### src/rtl/keypad_debouncer.sv
// Debounces the 4x4 keypad scanner output over 4-cycle scan frames and delivers each press once.
// Latency: a press appears on key_valid one cycle after the end of its STABLE_FRAMES-th frame; presses that find the output register full are dropped with an overrun pulse.
module keypad_debouncer #(
  parameter int STABLE_FRAMES = 4
) (
  input  logic       scan_clk,
  input  logic       rst_n,
  input  logic       keydown,
  input  logic [3:0] key,
  input  logic       key_ready,
  output logic       key_valid,
  output logic [3:0] key_code,
  output logic       held,
  output logic       overrun
);

  typedef enum logic [1:0] {IDLE, CONFIRM, HELD, RELEASE} state_t;

  localparam logic [3:0] STABLE = 4'(STABLE_FRAMES);

  state_t     state, next_state;
  logic [1:0] fc;
  logic       f_hit, f_multi;
  logic [3:0] f_code;
  logic [3:0] cand, next_cand;
  logic [3:0] cnt, next_cnt;
  logic [3:0] cnt_inc;

  logic       eff_hit, eff_multi;
  logic [3:0] eff_code;
  logic       frame_end, res_none, res_key;
  logic       press, held_next;

  // The current sample is folded in so the counter-3 cycle counts toward its own frame.
  always_comb begin
    eff_hit   = f_hit | keydown;
    eff_code  = f_hit ? f_code : key;
    eff_multi = f_multi | (f_hit & keydown & (key != f_code));
    frame_end = (fc == 2'd3);
    res_none  = ~eff_hit;
    res_key   = eff_hit & ~eff_multi;
    cnt_inc   = cnt + 4'd1;
  end

  always_ff @(posedge scan_clk) begin
    if (!rst_n) begin
      fc      <= 2'd0;
      f_hit   <= 1'b0;
      f_multi <= 1'b0;
      f_code  <= 4'd0;
    end else begin
      fc <= fc + 2'd1;
      if (frame_end) begin
        f_hit   <= 1'b0;
        f_multi <= 1'b0;
        f_code  <= 4'd0;
      end else begin
        f_hit   <= eff_hit;
        f_multi <= eff_multi;
        f_code  <= eff_code;
      end
    end
  end

  always_ff @(posedge scan_clk) begin
    if (!rst_n) begin
      state <= IDLE;
      cand  <= 4'd0;
      cnt   <= 4'd0;
    end else begin
      state <= next_state;
      cand  <= next_cand;
      cnt   <= next_cnt;
    end
  end

  always_comb begin
    next_state = state;
    next_cand  = cand;
    next_cnt   = cnt;
    if (frame_end) begin
      case (state)
        IDLE: begin
          if (res_key) begin
            next_state = CONFIRM;
            next_cand  = eff_code;
            next_cnt   = 4'd1;
          end
        end
        CONFIRM: begin
          if (res_key && eff_code == cand) begin
            if (cnt_inc == STABLE) begin
              next_state = HELD;
            end
            next_cnt = cnt_inc;
          end else if (res_key) begin
            next_cand = eff_code;
            next_cnt  = 4'd1;
          end else begin
            next_state = IDLE;
            next_cnt   = 4'd0;
          end
        end
        HELD: begin
          if (res_none) begin
            next_state = RELEASE;
            next_cnt   = 4'd1;
          end
        end
        RELEASE: begin
          if (!res_none) begin
            next_state = HELD;
          end else if (cnt_inc == STABLE) begin
            next_state = IDLE;
            next_cnt   = 4'd0;
          end else begin
            next_cnt = cnt_inc;
          end
        end
        default: next_state = IDLE;
      endcase
    end
  end

  always_comb begin
    press     = frame_end && (state == CONFIRM) && res_key &&
                (eff_code == cand) && (cnt_inc == STABLE);
    held_next = (next_state == HELD) || (next_state == RELEASE);
  end

  // Single-entry output register; a press only overwrites when the old code leaves this cycle.
  always_ff @(posedge scan_clk) begin
    if (!rst_n) begin
      key_valid <= 1'b0;
      key_code  <= 4'd0;
      held      <= 1'b0;
      overrun   <= 1'b0;
    end else begin
      held    <= held_next;
      overrun <= 1'b0;
      if (press) begin
        if (!key_valid || key_ready) begin
          key_valid <= 1'b1;
          key_code  <= cand;
        end else begin
          overrun <= 1'b1;
        end
      end else if (key_ready) begin
        key_valid <= 1'b0;
      end
    end
  end

endmodule

### config.mk
export PLATFORM = sky130hd
export DESIGN_NAME = keypad_debouncer
export DESIGN_NICKNAME = d
export VERILOG_FILES = /design/src/rtl/keypad_debouncer.sv
export SDC_FILE = /design/constraint.sdc
export NUM_CORES = 1
export LEC_CHECK = 0
export CORE_AREA = 2 2 63 65
export CTS_CLUSTER_SIZE = 8
export DETAILED_ROUTE_END_ITERATION = 6
export DIE_AREA = 0 0 65 67
export PLACE_DENSITY = 0.52
export SYNTH_ARGS = -nofsm -noshare
export SYNTH_HDL_FRONTEND = slang
export SYNTH_SLANG_ARGS = --single-unit
### constraint.sdc
create_clock -name scan_clk -period 2.31 [get_ports scan_clk]
set_input_delay 0.3465 -clock scan_clk [delete_from_list [all_inputs] [get_ports scan_clk]]
set_output_delay 0.3465 -clock scan_clk [all_outputs]
set_load 0.01 [all_outputs]
==> results of run 1 <==
state kept, by name, summed over array words and instances (netlist names), 2 cells and up:
name and flops:
f_code 4, cand 4, fc 2, state 2
cnt 4, key_code 4
worst max-delay path, stage by stage:
cell and delay, ns:
clkdlybuf4s50_1 0.49, xnor2_1 0.15, a41oi_1 0.18, or4_4 0.53
nor4_4 0.21, buf_4 0.18, mux2i_2 0.22, nor2b_1 0.06
area by class of cell:
type | instances | area [um^2] | area share [%]
clock buffer | 3 | 41.3 | 2.43
clock inverter | 1 | 8.76 | 0.515
inverter | 3 | 11.3 | 0.663
multi-input combinational | 96 | 753 | 44.3
sequential | 25 | 504 | 29.7
tap | 48 | 60.1 | 3.53
timing repair buffer | 37 | 320 | 18.9
worst paths after layout:
check	from	end	slack (ns)	depth (start not counted)
worst max-delay path	key[2]	key_code[0]	0.12	8
worst min-delay path	fc[0]	fc[0]	0.42	1
worst max register to register	f_hit	key_code[0]	0.13	7
worst min register to register	fc[0]	fc[0]	0.42	1
routing by layer:
metal	track usage (%)	vias to the layer above	share of wire, %
met2	23.2	15	51
met5	0	-	0
met1	15.0	479	45
li1	-	536	-
met4	3.99	0	0.97
met3	2.53	4	2.7
cell families (layout without fill, tap and decap cells):
group	after synthesis	after routing
and+or+nand+nor	48	48
AOI/OAI and AO/OA	29	29
DFF	25	25
xor gates and xnor gates	8	8
muxes	8	8
buffers and inverters	8	44
adders and majority gates	3	3
per-stage QoR:
stage	setup TNS, ns	utilization [%]	total power, mW	instance area, um^2	cells
after global placement	-3.79	43.2	0.612	1560	208
after CTS	0	45.5	0.900	1640	213
final	0	47.1	0.903	1700	213
after floorplan	0	-	0.552	1230	129
after detailed placement	-3.82	43.2	0.613	1560	208
after global routing	0	47.1	0.948	1700	213
cells in the final DEF, fill, tap and decap left out, drive strengths merged, types with 2 or more instances in the layout:
cell           count
o21ai              3
or4                2
nor2              10
nand3              3
o21a               4
clkbuf             3
nand2             13
nor3               4
xnor2              8
dfxtp             25
o21bai             2
buf               23
a21oi              4
o211a              4
a21boi             2
nor2b              7
ha                 3
clkdlybuf4s50     11
dlymetal6s2s       3
mux2i              8
inv                4
and2               3
nor4               2
repair_timing:
action                     in CTS  in global routing
pin swaps                       0                  1
resized for setup               5                 11
setup buffers                   1                  0
setup endpoints to repair       9                  5
where the power goes:
part | switching, mW | internal (mW) | leakage [nW] | total [mW]
clock network | 0.149 | 0.126 | 0.0261 | 0.275
logic | 0.0662 | 0.0933 | 0.477 | 0.160
registers | 0.0212 | 0.447 | 0.204 | 0.468
total | 0.236 | 0.667 | 0.708 | 0.903
==> results.txt, run 1 <==
- Status: completed
- Leakage Power: 0.708 nW
* Worst-Margin Slew: 0.392 ns
* Startpoint-to-endpoint class of the critical path: in2reg
- Via count of the first global-routing pass: between 900 and 1000
- CTS built an H-tree with a depth of 1.
- Maximum fanout count along the critical path: 4
- Share of async-settable or async-resettable flops after synthesis: 0%
- Post-placement worst setup slack: -0.376 ns
- Most common library cells after synthesis: dfxtp_1, nand2_1, nor2_1
* WL/cell: 12.1 um
* Final number of max-transition violations: 0
- Detailed-route wire length: between 2000 and 3000 um
* Placed wire-length estimate: a little under 2000 um
* Global placement routability congestion: around 0.76
* Fraction of the mapped netlist area in adder cells: about 3.0%
- Clock tree buffer depth: 2
* Detailed Route Iter0 Violations: 36
- Total via count after detailed routing: 1034
* Leftover overflow at the end of global routing: 0
* Overall fraction of global-route tracks in use: roughly 13%
* Power density of the placed cells: 531 mW/mm^2
* Unrepaired setup endpoints after global routing: no
* Post-Synthesis Cell Area: between 0.001 and 0.0015 mm^2
* XOR/XNOR Fraction of Synth Area: approximately 5.7%
- After detailed routing, the number of remaining DRC violations is 0.
* Critical Path AT: ~2.4 ns
- Among all cell types in the netlist, the one instantiated most often is dfxtp_1.
* Sequential-to-total area share from yosys stat: 40.6%
* # rows: 22
* Main combinational cell family by area after synthesis: simple AND/OR/NAND/NOR gates
* Total I/O pin count: 15
* Area added between synthesis and finish: 37.7%
- Measured against its own limit, the worst slew margin works out to about three quarters.
* Number of nets produced by synthesis: 140
* Clock transition at the registers of the reported paths: ~0.090 ns
* Clock buffer count from CTS: 3
- The post-route netlist has approximately a quarter of its cells at a drive strength greater than 1.
- Summed over its instances, the top area cell type makes up around two fifths of the synthesized netlist area.
- Worst IR Drop VDD: ~0.32 mV
- The total count of hold-check failures in the final report came to 0.
* Ys flop type: dfxtp_1
- The clock reaches the later pin of the worst-skew pair after ~0.27 ns.
- Static timing analysis puts the maximum clock frequency at 456 MHz.
- Top cells by area, synth: dfxtp_1, xnor2_1, mux2i_1, nand2_1, nor2b_1
- The core region is around 0.0036 mm^2.
* Vert. Die Dim: roughly 67 um
- Buffers inserted to repair hold after CTS numbered 0.
* Startpoint type of the worst setup path: primary input
* Gate Count Post-Synth: between 100 and 150
* Area fraction in and, or, nand and nor cells after synthesis: about a fifth
* Data required, critical path: ~2.5 ns
- Register bit total from synthesis: 25
* Die outline area: 0.00436 mm^2
- Clock root buffer: clkbuf_8
- Worst hold slack: approximately 0.42 ns
- Width of the die: approximately 65 um
- For this run, the number of Yosys warnings is 0.
- Input/output buffers: 14
- Of the post-synthesis cell area, the part taken by muxes is 7.10%.
* Synth area leader: dfxtp_1
- Antenna-violating nets left: 0
* Number of filler instances in the final layout: 355
- Hold Path Class: reg2reg
* Average cell area after synthesis: roughly 9.6 um^2
- The clock net in this run drives a total of 25 sinks.
* Category of the worst setup path capture point: register
* Pre-antenna DRT Iters: 4
* Antenna violations before repair: 0
- The routed design could run at a clock period as short as between 2 and 2.5 ns.
* Final Cycle Share: a little over nine tenths
* Count of flip-flops with a built-in enable after synthesis: 0
* # nets final: between 150 and 200
* PnR worst setup slack: ~0.12 ns
- Clock tree from TritonCTS: done
* Number of distinct library cells after synthesis: 40
- Initial cell density of the core: 34.2%
- Routed via count divided by cell count: about 4.9
- Wire length of the first global-routing pass: ~4300 um
- The synthesized netlist devotes a little under a fifth of its cell area to compound gates.
- Entering global routing, the biggest net connects 17 pins.
* Number of setup violations in the final report: 0
- Fin Clk Skew: 0.00390 ns
* Maximum capacitance violations: 0
- The repair_antennas step left the layout with diodes totalling 0.
Note: power is estimated with default switching activity, not from simulation.
==> run 2: changes to the inputs <==
==> config.mk (replaced) <==
export PLATFORM = sky130hd
export DESIGN_NAME = keypad_debouncer
export DESIGN_NICKNAME = d
export VERILOG_FILES = /design/src/rtl/keypad_debouncer.sv
export SDC_FILE = /design/constraint.sdc
export NUM_CORES = 1
export LEC_CHECK = 0
export CELL_PAD_IN_SITES_DETAIL_PLACEMENT = 1
export CELL_PAD_IN_SITES_GLOBAL_PLACEMENT = 2
export CORE_AREA = 2 2 68 70
export CTS_CLUSTER_SIZE = 8
export DETAILED_ROUTE_END_ITERATION = 6
export DIE_AREA = 0 0 70 72
export GPL_TIMING_DRIVEN = 0
export PLACE_DENSITY = 0.67
export SYNTH_ARGS = -nofsm -noshare
export SYNTH_HDL_FRONTEND = slang
export SYNTH_SLANG_ARGS = --single-unit
==> constraint.sdc (replaced) <==
create_clock -name scan_clk -period 2.31 [get_ports scan_clk]
set_input_delay 0.462 -clock scan_clk [delete_from_list [all_inputs] [get_ports scan_clk]]
set_output_delay 0.462 -clock scan_clk [all_outputs]
set_load 0.01 [all_outputs]
==> run 2 against run 1 <==
Against the previous run: critical path depth did not move; cell count fell by 3.3%; global-route usage fell by 0.50 points; critical path type unchanged.
==> results.txt, run 2 (synthesized netlist as in run 1, its figures left out) <==
* Status: completed
- Final number of max-transition violations: 0
- Between clock sinks in the finished design, the worst skew comes to 0.00961 ns.
- Startpoint type of the worst setup path: primary input
- Worst IR Drop VDD: 0.306 mV
- Met3 Usage GRT: ~2.1%
- Detailed placement ended at an HPWL of ~2200 um.
- After routing the design area is 0.00165 mm^2.
* Maximum fanout count along the critical path: 4
- Across all layers, the routed design uses 1040 vias.
- Origin of the worst min-delay path: fc[0]
- Summing all placed instances gives a cell area of 0.00143 mm^2.
- Maximum operating frequency: 448 MHz
- For the worst setup path, the data required time is between 2 and 2.5 ns.
* Overall fraction of global-route tracks in use: 12.3%
- The floorplan step set the die height to about 72 um.
- # nets final: 166
- During I/O placement, the number of pins put on the boundary was 15.
- Clock latency on the worst-skew pair: 0.27 ns
- Hold timing on the final database bottoms out at a slack of 0.425 ns.
* Hold Violations, Final: 0
- Ant diodes: 0
- Startpoint-to-endpoint class of the critical path: in2reg
* Pre-antenna DRT Iters: 4
* Fraction of the core area covered by cells at the end of the flow: approximately 39%
- TritonCTS built the clock tree.
- Routed via count divided by cell count: roughly 5.0
- Leakage Power: roughly 0.63 nW
- Hold Path Class: reg2reg
- Power density of the placed cells: about 540 mW/mm^2
* Share of final-layout standard cells stronger than drive strength 1: between 20% and 30%
* Critical Path AT: 2.40 ns
- Slowest stage cell on the critical path: or4_4
- H-tree level count: 1
* Worst setup path start: key[3]
- Counting the buffers created by CTS gives 3.
- Antenna violations before repair: 0
- Setup repair after global routing could not meet its margin everywhere.
- Area added between synthesis and finish: 33.4%
* Leftover overflow at the end of global routing: 0
- Worst-Margin Slew: around 0.54 ns
- The clock period could shrink to 2.23 ns.
- Total Negative Setup Slacks: 0 ns
- Dividing the detail-routed wire length by the instance count gives ~15 um.
* Most common library cell in the layout ignoring fill and taps: dfxtp_1
- Slowest cell delay on critical path: approximately 0.54 ns
- Once the floorplan was initialized, standard cells occupied 28.9% of the core.
- The via count of the first global-routing pass is approximately 1100.
* Pin count of the biggest net entering global routing: 16
* Clock root buffer: clkbuf_8
- The first global-routing pass estimated ~5000 um of wire.
* Clock tree buffer depth: 2
* Met2 routing resource usage after global routing: a little over a fifth
* Power after layout: between 0.8 and 0.9 mW
* Met1 GRT Util: roughly 15%
- Clock tree synthesis found a total of 25 sinks.
- The floorplan step defined a die boundary enclosing 0.00504 mm^2.
- Setup violations remaining at the end of the flow were counted as 0.
* Input/output buffers: 13
- On the critical path the largest part of the delay comes from simple AND/OR/NAND/NOR gates.
- Routability-driven placement finished with a final weighted congestion of between 0.7 and 0.8.
- Clock transition at the registers of the reported paths: around 0.090 ns
- Category of the worst setup path capture point: register
* Combined buffer and inverter count along the critical path: 2
- Antenna-violating nets left: 0
- The total area inside the core boundary comes to 0.00426 mm^2.
* Maximum capacitance violations: 0
- After floorplanning, the core was divided into 24 placement rows.
* Width of the die: 70 um
* Total DRC errors in the routed layout: 0
- In this run the tightest slew margin relative to its limit is between 60% and 70%.
* Commonest cells after routing, fill and taps aside: dfxtp_1, nand2_1, nor2_1, buf_4, clkdlybuf4s50_1
* Detailed-route wire length: around 3000 um
* GRT Max-Usage Layer: met2
- Launching point of the worst reg2reg path: f_hit
- For this block, the initial DRC count from the detailed router was 31.
- The worst path uses 96.6% of the clock period.
- CP cell instances: dlygate4sd2_1, xnor2_2, a41oi_2, or4_4, nor4_4, buf_4, mux2i_1, nor2b_1
-- run 2: cell count changes in the layout (fill, tap and decap cells not counted), sizes merged --
cell           before  now
buf                23   10
dlygate4sd2         0    4
clkbuf              3    6
dlymetal6s2s        3    0
clkdlybuf4s50      11    9
clkinvlp            0    1
inv                 4    3
-- run 2: power breakdown --
group	switching [mW]	internal, mW	total (mW)
logic	0.0814	0.0819	0.163
clock network	0.141	0.122	0.263
registers	0.0154	0.447	0.462
-- run 2: repair_timing --
item,CTS,global route
hold buffers,0,0
pin swaps,3,4
endpoints found under the setup margin,12,6
setup buffers,3,5
gates resized for setup,12,11
-- run 2: stage by stage --
step | std cells | setup WS (ns)
6_report | 206 | 0.0796
5_1_grt | 206 | -0.0755
4_1_cts | 201 | 0.0458
3_5_place_dp | 194 | -0.695
3_3_place_gp | 194 | -0.685
2_1_floorplan | 129 | 0.0393
-- run 2: path summary, 6_finish.rpt --
| path | endpoint | slack [ns] | cells after the start |
|---|---|---|---|
| worst max register to register | key_code[3] | 0.11 | 8 |
| worst max-delay path | key_code[3] | 0.08 | 8 |
| worst min register to register | fc[0] | 0.42 | 1 |
| worst min-delay path | fc[0] | 0.42 | 1 |
-- run 2: layout make-up --
type,count,area (um^2)
Tap cell,52,65.1
Timing Repair Buffer,21,185
Fill cell,510,2620
Clock inverter,1,7.51
Clock buffer,3,41.3
Multi-Input combinational cell,96,790
Buffer,5,43.8
Sequential cell,25,502
Inverter,3,11.3
-- run 2: worst register-to-register path: cells and delay by family (launching register included) --
family / cells / cell delay [ns]
xor+xnor: 1 / 0.10
buf+inv: 2 / 0.33
flops: 1 / 0.34
mux: 2 / 0.49
simple gates: 3 / 0.85
-- run 2: layer usage --
layer / up-vias / wire length [um]
li1: 509 / -
met1: 505 / 1290
met2: 17 / 1560
met3: 9 / 69
met4: 0 / 78
met5: - / 0
==> run 3: changes to the inputs <==
--- a/config.mk
+++ b/config.mk
@@ -7,11 +7,12 @@
 export LEC_CHECK = 0
 export CELL_PAD_IN_SITES_DETAIL_PLACEMENT = 1
 export CELL_PAD_IN_SITES_GLOBAL_PLACEMENT = 2
-export CORE_AREA = 2 2 68 70
+export CORE_AREA = 5 5 71 73
 export CTS_CLUSTER_SIZE = 8
 export DETAILED_ROUTE_END_ITERATION = 6
-export DIE_AREA = 0 0 70 72
+export DIE_AREA = 0 0 76 78
 export GPL_TIMING_DRIVEN = 0
+export MAX_ROUTING_LAYER = met4
 export PLACE_DENSITY = 0.67
 export SYNTH_ARGS = -nofsm -noshare
 export SYNTH_HDL_FRONTEND = slang
==> run 3 against run 2 <==
Against the previous run: fmax rose by 3.0%; sequential cell count did not move; die area rose by 18%; global-route usage fell by 1.4 points; wire length fell by 0.73%; sequential share of layout area rose by 0.093 points; clock skew fell by 0.0033 ns; sequential power barely moved; largest cell class unchanged; setup slack improved by 0.064 ns; critical endpoint unchanged; first-iteration DRC count rose by 19%; power rose by 0.60%; via count fell by 0.87%; critical path type is now reg2reg.
==> results.txt, run 3 (synthesized netlist as in run 1, its figures left out) <==
- WL/cell: 14.5 um
- Clock transition at the registers of the reported paths: 0.10 ns
- Antenna-violating nets left: 0
- Of the total power, combinational logic draws 17.9%.
- Worst setup path start: f_hit
- The tool flagged a number of max-cap violations equal to 0.
- Detailed Route Iter0 Violations: 37
* Overall fraction of global-route tracks in use: a little over a tenth
- Fraction of the core area covered by cells at the end of the flow: a little under two fifths
* Clock tree from TritonCTS: done
- Leftover overflow at the end of global routing: 0
* Power share of the sequential group: ~52%
* Slew HR: about 61%
- For this run, global-route usage on met2 was measured as about 16%.
* Launching point of the worst reg2reg path: f_hit
* Clock root buffer: clkbuf_8
- Summed over all nets, the switching power comes to roughly 0.24 mW.
- Hold Violations, Final: 0
- Status: completed
* Share of final-layout standard cells stronger than drive strength 1: around 22%
* Clock tree buffer depth: 2
- Hold timing on the final database bottoms out at a slack of about 0.44 ns.
* Startpoint type of the worst setup path: register
* CP endpoint: key_code[3]
- Leakage Power: around 0.65 nW
- The pre-antenna-repair detailed-routing pass consisted of 4 iterations.
- CTS built an H-tree with a depth of 1.
* Number of setup violations in the final report: 0
- The floorplan step defined a core boundary enclosing between 0.004 and 0.005 mm^2.
- The tree built by TritonCTS fans out to 25 sinks.
* GRT Max-Usage Layer: met2
* Met3 Usage GRT: under 10%
* Width of the die: ~76 um
- Number of cells on the worst reg-to-reg path: 8
- Startpoint-to-endpoint class of the critical path: reg2reg
- The final route contains around 1000 vias.
- STA puts the critical path data arrival time at ~2.3 ns.
- Power density of the placed cells: approximately 550 mW/mm^2
* Most common library cell in the layout ignoring fill and taps: dfxtp_1
* Detailed-route wire length: about 3000 um
* Logic depth of the worst path, buffers included: 8
* Worst-Margin Slew: 0.586 ns
- Worst IR Drop VDD: 0.227 mV
- Routability-driven placement finished with a final weighted congestion of around 0.71.
* Wire length of the first global-routing pass: ~5100 um
* Data required, critical path: around 2.5 ns
* CP cell instances: buf_6, mux2i_4, xnor2_2, or4_4, nor4_4, buf_4, mux2i_1, nor2b_1
- Slowest stage cell on the critical path: or4_4
- Total DRC errors in the routed layout: 0
- Along the worst hold path, the cell count comes to 1.
* Proportion of power drawn by the clock network: between 30% and 40%
- Cell internal power was estimated by the tool at around 0.65 mW.
- Antenna violations before repair: 0
* Vert. Die Dim: roughly 80 um
- The worst register-to-register path ends at key_code[3].
* Total I/O pin count: 15
- Derived from the worst setup path, the maximum achievable clock frequency is about 460 MHz.
* # nets final: 166
- In the layout the commonest cells are dfxtp_1, nand2_1, nor2_1, buf_4, clkdlybuf4s50_1.
- In the finished design, the share of the clock period the worst path needs comes to a little over nine tenths.
- # rows: 24
* Clock buffer count from CTS: 3
- The worst register-to-register path has a setup slack of 0.14 ns.
* Met1 GRT Util: roughly 14%
- STA classifies the critical path endpoint as a register.
* Maximum fanout count along the critical path: 6
- The via count of the first global-routing pass was 1066.
- Initial cell density of the core: 28.7%
* Slowest cell delay on critical path: around 0.55 ns
- The number of buffers and inverters on the critical path is 2.
* Final number of max-transition violations: 0
- Ant diodes: 0
* Routed via count divided by cell count: roughly 5
- The kind of cell with the highest combined delay along the critical path is simple AND/OR/NAND/NOR gates.
* Die outline area: roughly 0.0059 mm^2
* Fin crit period: about 2.2 ns
* Fin Clk Skew: approximately 0.0063 ns
- Input and output buffers added on the ports amount to 13.
* Clock latency on the worst-skew pair: between 0.2 and 0.3 ns
* Sw frac: 27.2%
- Pin count of the biggest net entering global routing: 16
- Once detailed placement completed, the half-perimeter wirelength came to between 2000 and 2500 um.
- Relative to the synthesized area, the layout overhead comes to 33.0%.
- Hold Path Class: reg2reg
run 3: final cells by class:
cell class                      instances  area, um^2
Fill cell                             500        2650
Multi-Input combinational cell         96         786
Sequential cell                        25         502
Timing Repair Buffer                   21         188
Tap cell                               52        65.1
Clock buffer                            3        41.3
Buffer                                  5        40.0
Inverter                                3        11.3
Clock inverter                          1        7.51
run 3: per-layer routing:
| metal | wire [um] | up-vias |
|---|---|---|
| met4 | 38 | 0 |
| met3 | 69 | 4 |
| met2 | 1450 | 10 |
| li1 | - | 511 |
| met5 | 0 | - |
| met1 | 1420 | 506 |
run 3: worst min-delay path by stage:
| stage | from | end |
|---|---|---|
| after detailed placement | fc[0] | fc[0] |
| after CTS | fc[0] | fc[0] |
| after global placement | fc[0] | fc[0] |
| after floorplan | fc[0] | fc[0] |
| after global routing | fc[0] | fc[0] |
| final | fc[0] | fc[0] |
run 3: worst register-to-register path: cells and delay by family, from the launching register on:
kind	cells	cell delay [ns]
mux	2	0.48
flops	1	0.33
buf+inv	2	0.34
simple gates	3	0.82
xor+xnor	1	0.09
run 3: what timing repair did:
item | in CTS | in global routing
gates resized for setup | 13 | 9
endpoints found under the hold margin | 0 | 0
hold buffers | 0 | 0
buffers inserted | 4 | 4
pin swaps | 5 | 3
setup endpoints to repair | 12 | 5
run 3: metrics by stage:
stage	power [mW]	cell area, um^2	setup TNS, ns	setup WS (ns)	cells
finish	0.894	1640	0	0.144	206
global route	0.949	1640	-0.00525	-0.00384	206
CTS	0.886	1560	0	0.0590	202
detailed placement	0.589	1430	-8.14	-0.754	194
global placement	0.585	1430	-7.41	-0.677	194
floorplan	0.552	1230	0	0.0393	129
run 3: power groups by stage:
stage / Clock [mW] / Sequential [mW] / Combinational (mW)
2_1_floorplan: 0 / 0.465 / 0.0864
3_3_place_gp: 0 / 0.467 / 0.118
3_5_place_dp: 0 / 0.468 / 0.121
4_1_cts: 0.287 / 0.460 / 0.139
5_1_grt: 0.307 / 0.466 / 0.177
6_report: 0.272 / 0.462 / 0.160
